--- src/rtl/updown_counter.sv ---
// updown_counter: parametrised up/down counter with load, direction control,
// wrap / saturate / one-shot terminal modes and a registered terminal flag.
// Optional input prescaler compiled in with `define UPDOWN_COUNTER_PRESCALE_EN.
module updown_counter #(
   parameter int WIDTH   = 16,
   parameter int PRESC_W = 4
) (
   input  logic               clk,
   input  logic               reset,
   input  logic               en,
   input  logic               up,
   input  logic [1:0]         mode,
   input  logic               load,
   input  logic [WIDTH-1:0]   load_val,
`ifdef UPDOWN_COUNTER_PRESCALE_EN
   input  logic [PRESC_W-1:0] presc_div,
`endif
   output logic [WIDTH-1:0]   count,
   output logic               done,
   output logic               running
);

   localparam logic [1:0] MODE_WRAP    = 2'd0;
   localparam logic [1:0] MODE_SAT     = 2'd1;
   localparam logic [1:0] MODE_ONESHOT = 2'd2;

   typedef enum logic [1:0] {
      S_IDLE = 2'd0,
      S_RUN  = 2'd1,
      S_HALT = 2'd2
   } os_state_t;

   os_state_t        state, state_nxt;
   logic [WIDTH-1:0] cnt_nxt;
   logic             done_nxt;
   logic [WIDTH-1:0] term;
   logic [WIDTH-1:0] stepped;
   logic             at_term;
   logic             oneshot;
   logic             tick;
   logic             step;

`ifdef UPDOWN_COUNTER_PRESCALE_EN
   logic [PRESC_W-1:0] presc, presc_nxt;

   // A tick fires on the enabled cycle where the prescaler matches the divisor
   assign tick = (presc == presc_div);

   // Prescaler advances only on enabled cycles; load restarts the divide period
   always_comb begin
      presc_nxt = presc;
      if (load)
         presc_nxt = '0;
      else if (en)
         presc_nxt = tick ? '0 : presc + 1'b1;
   end

   // Prescaler register
   always_ff @(posedge clk) begin
      if (reset) presc <= '0;
      else       presc <= presc_nxt;
   end
`else
   assign tick = 1'b1;
`endif

   assign term    = up ? '1 : '0;
   assign at_term = (count == term);
   assign stepped = up ? count + 1'b1 : count - 1'b1;
   assign oneshot = (mode == MODE_ONESHOT);
   // One-shot only counts while armed; other modes count whenever enabled
   assign step    = en & tick & (~oneshot | (state == S_RUN));
   assign running = (state == S_RUN);

   // Next count / flag / one-shot state; load wins over any step
   always_comb begin
      cnt_nxt   = count;
      done_nxt  = 1'b0;
      state_nxt = S_IDLE;
      if (load) begin
         cnt_nxt   = load_val;
         state_nxt = oneshot ? S_RUN : S_IDLE;
      end else begin
         case (mode)
            MODE_SAT: begin
               // compare before update so a step at the terminal holds
               if (step && !at_term) cnt_nxt = stepped;
               done_nxt = (cnt_nxt == term);
            end
            MODE_ONESHOT: begin
               case (state)
                  S_RUN: begin
                     state_nxt = S_RUN;
                     if (step) begin
                        // a run loaded at the terminal halts without moving
                        if (!at_term) cnt_nxt = stepped;
                        if (cnt_nxt == term) begin
                           state_nxt = S_HALT;
                           done_nxt  = 1'b1;
                        end
                     end
                  end
                  S_HALT: begin
                     state_nxt = S_HALT;
                     done_nxt  = 1'b1;
                  end
                  default: state_nxt = S_IDLE;
               endcase
            end
            default: begin
               // wrap (and reserved): one-cycle pulse when a step lands on T
               if (step) begin
                  cnt_nxt  = stepped;
                  done_nxt = (stepped == term);
               end
            end
         endcase
      end
   end

   // Count, flag and one-shot state registers
   always_ff @(posedge clk) begin
      if (reset) begin
         count <= '0;
         done  <= 1'b0;
         state <= S_IDLE;
      end else begin
         count <= cnt_nxt;
         done  <= done_nxt;
         state <= state_nxt;
      end
   end

endmodule
--- config.mk ---
export PLATFORM = sky130hd
export DESIGN_NAME = updown_counter
export DESIGN_NICKNAME = d
export VERILOG_FILES = /design/src/rtl/updown_counter.sv
export SDC_FILE = /design/constraint.sdc
export NUM_CORES = 1
export LEC_CHECK = 0
export ABC_CLOCK_PERIOD_IN_PS = 4650
export CAP_MARGIN = 20
export CORE_AREA = 2 2 89 91
export DETAILED_ROUTE_END_ITERATION = 7
export DIE_AREA = 0 0 91 93
export SLEW_MARGIN = 15
export SYNTH_ARGS = -nofsm -noshare
export SYNTH_HDL_FRONTEND = slang
export SYNTH_SLANG_ARGS = --single-unit
--- constraint.sdc ---
create_clock -name clk -period 4.65 [get_ports clk]
set_input_delay 0.465 -clock clk [delete_from_list [all_inputs] [get_ports clk]]
set_output_delay 0.465 -clock clk [all_outputs]
set_load 0.01 [all_outputs]
After elaboration in Yosys (flattened, before gate mapping)

Index checks and enable logic that the tools add are counted.
W data, S select, Z words.

$add $sub $neg: 2
Eq/ne operators: 10
Multiplexer cells: 26
Bitwise operators: 3
Reductions and logical operators: 5

Operators by type and width:

| cell                    | number |
|---|---|
| $mux W16                | 14 |
| $eq A16 B16 Y1          | 4 |
| $pmux W16 S2            | 1 |
| $add A16 B1 Y16 const B | 1 |
| $sub A16 B1 Y16 const B | 1 |
| $mux W2                 | 4 |
| $eq A2 B1 Y1 const B    | 2 |
| $eq A2 B2 Y1 const B    | 2 |
| $mux W1                 | 4 |
| $pmux W1 S2             | 2 |
| $pmux W2 S2             | 1 |
| $ne A3 B2 Y1 const B    | 1 |
| $ne A3 B3 Y1 const B    | 1 |
| $reduce_and A3 Y1       | 1 |
| $reduce_bool A3 Y1      | 1 |
| $reduce_or A2 Y1        | 1 |
| $and A1 B1 Y1           | 1 |
| $logic_and A1 B1 Y1     | 1 |
| $logic_not A1 Y1        | 1 |
| $not A1 Y1              | 1 |
| $or A1 B1 Y1            | 1 |

Flip-flop bits (word level): 19
Bits of input ports: 23
Logic and storage cells: 49

Longest topological paths before layout

Gate-level depths: netlist of the first run.

Word-level depth: 14
Gate-level depth with buffers: 16
Gate-level depth less buffers: 12

Worst setup path before layout of the first run

OpenSTA, ideal clock, no wires.

Path type: input to register
From: in up
To: reg done
Setup time: 101 ps
Arrival time: 4119 ps
Required time: 4549 ps
Setup slack: 430 ps
Stages: 14
Buffers on the path: 2
Cells stage by stage: clkbuf_1 -> clkinv_1 -> ha_1 -> buf_6 -> and3_4 -> a221o_1 -> and2_4 -> nor3_1 -> mux2_2 -> or4_1 -> a221oi_2 -> or2_1 -> a31oi_1 -> o41ai_1

Cells in the longest elaborated chain, start to end: 12
Elaborated cells between the ends (all ways): 21
Classes of those cells: eq/ne: 4; mux: 15; reduce/logical: 2

RTL lines:

| item                   | RTL line | text |
|---|---|---|
| start: declaration     | 11       | `input logic up,` |
| $mux W16               | 67       | `assign term = up ? '1 : '0;` |
| $eq A16 B16 Y1         | 68       | `assign at_term = (count == term);` |
| $mux W16               | 96       | `if (!at_term) cnt_nxt = stepped;` |
| $mux W16               | 94       | `if (step) begin` |
| $mux W16               | 91       | `case (state)` |
| $mux W16               | 84       | `case (mode)` |
| $mux W16               | 80       | `if (load) begin` |
| $eq A16 B16 Y1         | 97       | `if (cnt_nxt == term) begin` |
| $mux W1                | 97       |  |
| $mux W1                | 94       |  |
| $pmux W1 S2            | 91       |  |
| $pmux W1 S2 *          | 84       |  |
| end signal: assignment | 129      | `done <= done_nxt;` |
| end: declaration       | 19       | `output logic done,` |

Mark *: on every way between the ends. The rest lies on a longest branch, timed or not. The select of a mux whose other input is x is not followed.
A chain may end at the register's enable or synchronous reset.

Final worst setup path of the first run

Ends and elaborated chain as after synthesis.

==> impl_metrics.toml, run 1 <==
[yosys]
yosysWarnings = 0
synth_seq_cells = 19
ys_seq_area_share_pct = 13.0
yosys.area.top_type = "dfxtp_1"
synth.cell_area_mm2 = 0.00293
synth_common_cells = "nand2_1 (41), nor2_1 (36), a21oi_1 (26)"
ys_types = 71
ys_async_sr_fraction_pct = 0
netlist.area_leader.share_pct = 13.0
netlist_instances = 405
synth.area.top_cells = "dfxtp_1 (13%), ha_1 (7.7%), nand2_1 (5.2%)"
avgSynthCellArea_um2 = 7.24
synth_nets = 447
yosysMostFrequentCell = "nand2_1"
synth-edff-count = 0
synthFlopType = "dfxtp_1"

[global_route]
grt_util_met2_pct = 39.8
grt_pass1_wl_um = 16300
antenna_found_initial = 0
grt_util_met3_pct = 1.69
grt_pass1_vias = 3129
use_met1_pct = 33.6
grt-ovfl-total = 0
busiest_layer = "met2"
grt_max_degree = 38
grt_usage_pct = 23.8

[detailed_routing]
drt_iter0_drc = 237
drc = 0
via_count = 3361
via_per_inst = 6.18
wl_per_cell_um = 18.1
first_pass_iters = 5
wl_um = 9850
ant_nets = 0

[sta]
final-hold-violation-count = 0
fmax_ghz = 0.240
fin_hold_ws_ns = 0.580
rsz0062_at_grt = "no"
slew_headroom_pct = 45.9
fin_crit_sh_pct = 89.5
finalSetupTns_ns = 0
clock_skew_ns = 0.0114
maxSlewViolCount = 0
setup-violations-final = 0
tightest_slew_ns = 0.809
min_period_ns = 4.16

[place]
port_buffers = 40
dp_hpwl_um = 7380
gp_congestion = 0.928

[critical_path]
endpoint_kind = "flip-flop"
cp_slowest_stage_delay_ns = 0.52
r2r-start = "count[9]"
crit_slowest_cell = "o41ai_1"
crit_chain = "clkdlybuf4s50_1, clkinv_1, buf_4, ha_1, a21o_1, a21oi_1, o21ai_1, o41ai_1, nor2_1, o41a_1, nor4_1, a31oi_1, o32a_1, o41ai_1"
critical_path_required_ns = 4.81
arrival_ns = 4.32
startpoint_type = "input pin"
cp-endpoint = "done"
crit_family = "compound AO/OA/AOI/OAI gates"
reg2regPathDepth = 11
crit_start = "up"
worstSetupPathType = "in -> reg"
critPathBufInv = 3
worst-path-max-fanout = 10
reg2reg_slack_ns = 0.95
cp_common_cell = "o41ai_1"
crit_cells = 14
reg2reg_to = "done"

[power_and_ir_drop]
pwr-share-clk_pct = 14.3
seqPwrFrac_pct = 23.0
power_frac_comb_pct = 62.7
switchingPower_mw = 0.417
peakVddDrop_uv = 138
power_mw = 0.903
power.internal_mw = 0.486
p_per_area_mw_per_mm2 = 254
p_leak_nw = 1.46
p_sw_share_pct = 46.2

[floorplan]
dieArea_mm2 = 0.00846
start_util_pct = 38.9
die_y_um = 93
rows = 32
core_area_mm2 = 0.00753
ios = 41
die_w_um = 91

[outcome]
outcome = "complete, no violations"

[clock_network]
cts.sinks = 19
clkSlewWorstSetupHoldPaths_ns = 0.09
htree_levels = 1
cts_setup_buffers = 0
cts_tree = "yes"
cts_hold_buf = 0
root_buffer = "clkbuf_8"
clk_path_buf_depth = 2
cts_buffers = 3
clk_latency_ns = 0.27
cts_resized = 0

[cells_and_area]
diodes = 0
utilization_pct = 47.3
area_growth_pct = 21.5
drive_gt1_share_pct = 8.60
nNetsFinal = 485

[job]
maxCapViolCount = 0

[worst_hold_path]
min_path_type = "reg -> reg"
[worst min-delay path by stage]
| stage | depth (start not counted) | end | start |
|---|---|---|---|
| floorplan | 2 | state[1] | state[1] |
| global placement | 2 | count[7] | count[7] |
| detailed placement | 2 | count[7] | count[7] |
| CTS | 2 | count[7] | count[7] |
| global route | 2 | count[6] | count[6] |
| finish | 2 | count[7] | count[7] |
[metrics by stage]
| stage | instance area (um2) | worst slack [ns] | cells |
|---|---|---|---|
| after floorplan | 2930 | 0.430 | 405 |
| after global placement | 3490 | 0.356 | 539 |
| after detailed placement | 3490 | 0.295 | 539 |
| after CTS | 3530 | 0.539 | 543 |
| after global routing | 3560 | 0.318 | 544 |
| final | 3560 | 0.490 | 544 |
[metal layers]
| metal | vias to the layer above | routed length [um] |
|---|---|---|
| li1 | 1636 | - |
| met1 | 1606 | 4640 |
| met2 | 110 | 4530 |
| met3 | 9 | 571 |
| met4 | 0 | 104 |
| met5 | - | 0 |
[layout by cell type (no fill, tap or decap), drive strengths merged, types with 7 or more instances in the layout]
cell type       n
a211oi         12
a21oi          27
a22oi           7
nor2           36
nor4           11
nand4           7
a221oi         10
o21ai          27
dfxtp          19
ha             18
a21o           15
nand3          13
or4             7
clkdlybuf4s50  40
inv            10
buf            22
nand2          41
mux2i          13
nor3           11
xnor2          10
[worst min-delay path: stages, from the launching register on]
cell	delay, ns
dfxtp_1	0.37
nor2_1	0.12
a211oi_1	0.05
[power by group through the flow]
stage	sequential [mW]	combinational, mW	clock [mW]
2_1_floorplan	0.208	0.380	0
3_3_place_gp	0.211	0.551	0
3_5_place_dp	0.211	0.554	0
4_1_cts	0.207	0.557	0.132
5_1_grt	0.210	0.620	0.139
6_report	0.208	0.566	0.130
[cell families (layout without fill, tap and decap cells)]
| logic type | after synthesis | after routing | share of synthesized area (%) |
|---|---|---|---|
| xor gates and xnor gates | 14 | 14 | 4.82 |
| DFF | 19 | 19 | 13.0 |
| AOI/OAI and AO/OA | 142 | 142 | 35.1 |
| adders and majority gates | 19 | 19 | 8.37 |
| and+or+nand+nor | 155 | 155 | 27.2 |
| muxes | 16 | 16 | 5.72 |
| buffers and inverters | 40 | 77 | 5.80 |
[layout make-up]
type / instances / area [um2]
multi-input combinational: 346 / 2380
tap: 102 / 128
fill: 816 / 3970
timing repair buffer: 62 / 586
clock buffer: 4 / 45.0
inverter: 11 / 41.3
sequential: 19 / 380
[sequential cells by signal, indices dropped and copies added, names as in the netlist]
name / count
count: 16
done: 1
state: 2
Note: power is estimated with default switching activity, not from simulation.
==> inputs of run 2 (changes only) <==
Settings changed: CORE_AREA 2 2 89 91 to 2 2 85 95, DIE_AREA 0 0 91 93 to 0 0 87 97, RECOVER_POWER set to 25.
==> run 2 against run 1 <==
Setup slack got worse by 0.10 ns. Wire length shrank 6.0%. Largest cell class unchanged. Core utilization down 0.058 points. Sequential share of layout area is 0.21 points higher.
==> impl_metrics.toml, run 2 (same netlist as run 1, synthesis figures left out) <==
[critical_path]
crit_slowest_cell = "ha_1"
reg2reg_slack_ns = 0.93
arrival_ns = 4.43
cp_slowest_stage_delay_ns = 0.49
r2r-start = "count[1]"
crit_start = "up"
endpoint_kind = "flip-flop"
cp-endpoint = "state[1]"
crit_chain = "clkdlybuf4s50_1, clkinv_1, ha_1, a21o_1, a221o_1, and2_4, nor3_1, mux2_2, or4_1, a221oi_2, or2_1, a31oi_1, nor4b_1"
reg2regPathDepth = 13
worst-path-max-fanout = 9
worstSetupPathType = "in -> reg"
reg2reg_to = "done"
critical_path_required_ns = 4.82
startpoint_type = "input pin"

[cells_and_area]
largest-register = "count"
n_fill_cell = 772
multi_input_area_mm2 = 0.00238
final_cell_mix = "nand2_1 (41), nor2_1 (36), clkdlybuf4s50_1 (31), a21oi_1 (26), o21ai_0 (24)"
area_growth_pct = 19.1
post-route-cell-area_mm2 = 0.00349
nNetsFinal = 481
regArea_um2 = 380
drive_gt1_share_pct = 7.76
final_common_cell = "nand2_1"
diodes = 0
largest_reg_flops = 16
stdcell_count = 525
largestRegisters = "count: 16 flops, state: 2 flops, done: 1 flops"
utilization_pct = 47.2

[power_and_ir_drop]
switchingPower_mw = 0.403
power_frac_comb_pct = 61.8
p_per_area_mw_per_mm2 = 252
power.internal_mw = 0.477
pwr-share-clk_pct = 14.0
power_mw = 0.880
p_sw_share_pct = 45.8
p_leak_nw = 1.45
peakVddDrop_uv = 136
seqPwrFrac_pct = 24.2

[sta]
rsz0062_at_grt = "no"
fmax_ghz = 0.235
tightest_slew_ns = 0.921
slew_headroom_pct = 38.4
finalSetupTns_ns = 0
min_period_ns = 4.26
fin_ws_ns = 0.386
setup-violations-final = 0
maxSlewViolCount = 0
fin_hold_ws_ns = 0.616
clock_skew_ns = 0.00364
final-hold-violation-count = 0
fin_crit_sh_pct = 91.7

[clock_network]
clk_latency_ns = 0.26
cts_resized = 0
cts.sinks = 19
clkSlewWorstSetupHoldPaths_ns = 0.08
cts_hold_buf = 0
clk_path_buf_depth = 2
root_buffer = "clkbuf_8"
cts_setup_buffers = 0
htree_levels = 1
cts_buffers = 3
cts_tree = "yes"

[floorplan]
start_util_pct = 39.7
die_w_um = 87
ios = 41
core_area_mm2 = 0.00739
dieArea_mm2 = 0.00844
die_y_um = 97
rows = 33

[detailed_routing]
via_count = 3320
wl_per_cell_um = 17.6
first_pass_iters = 5
drc = 0
drt_iter0_drc = 344
via_per_inst = 6.32
wl_um = 9260
ant_nets = 0

[outcome]
outcome = "complete, no violations"

[job]
maxCapViolCount = 0

[global_route]
grt_pass1_wl_um = 15700
grt-ovfl-total = 0
grt_usage_pct = 22.5
grt_pass1_vias = 3066
antenna_found_initial = 0
grt_max_degree = 38

[worst_hold_path]
min_path_type = "reg -> reg"

[place]
dp_hpwl_um = 7070
gp_congestion = 1.01
place_area_mm2 = 0.00345
pre_cts_ws_ns = 0.149
port_buffers = 40
dp.cells = 521
run 2: cell types whose count changed in the layout (fill, tap and decap cells not counted), sizes merged:
cell           before  now
dlygate4sd3         0    9
clkdlybuf4s50      40   31
buf                22   18
run 2: metal layers:
| layer | routed length [um] | track usage (%) | vias up |
|---|---|---|---|
| li1 | - | - | 1628 |
| met1 | 4550 | 34.1 | 1581 |
| met2 | 4130 | 34.1 | 97 |
| met3 | 437 | 1.96 | 14 |
| met4 | 141 | 5.05 | 0 |
| met5 | 0 | 0 | - |
run 2: worst max-delay path: cells and delay by family:
family          cells  cell delay, ns
buf+inv             2            0.76
mux                 1            0.43
compound gates      4            0.98
simple gates        5            1.30
fa+ha+maj           1            0.49
run 2: final cells by class:
class / instances / share of cell area [%]
multi-input cells: 346 / 68.2
flip-flops and latches: 19 / 10.9
well taps: 87 / 3.12
clock buffers: 4 / 1.29
repair buffers: 58 / 15.3
inverters: 11 / 1.18
run 2: how the worst min path moves through the flow:
| stage | cells past startpoint | slack, ns | end | from |
|---|---|---|---|---|
| 6_report | 2 | 0.62 | count[7] | count[7] |
| 5_1_grt | 2 | 0.65 | count[7] | count[7] |
| 4_1_cts | 2 | 0.61 | count[7] | count[7] |
| 3_5_place_dp | 2 | 0.59 | count[7] | count[7] |
| 3_3_place_gp | 2 | 0.59 | count[7] | count[7] |
| 2_1_floorplan | 2 | 0.56 | state[1] | state[1] |
run 2: power groups by stage:
| stage | clock network (mW) | logic, mW | registers, mW |
|---|---|---|---|
| after CTS | 0.127 | 0.541 | 0.212 |
| after floorplan | 0 | 0.380 | 0.208 |
| after global routing | 0.137 | 0.600 | 0.216 |
| after global placement | 0 | 0.535 | 0.216 |
| after detailed placement | 0 | 0.537 | 0.216 |
| final | 0.124 | 0.544 | 0.213 |
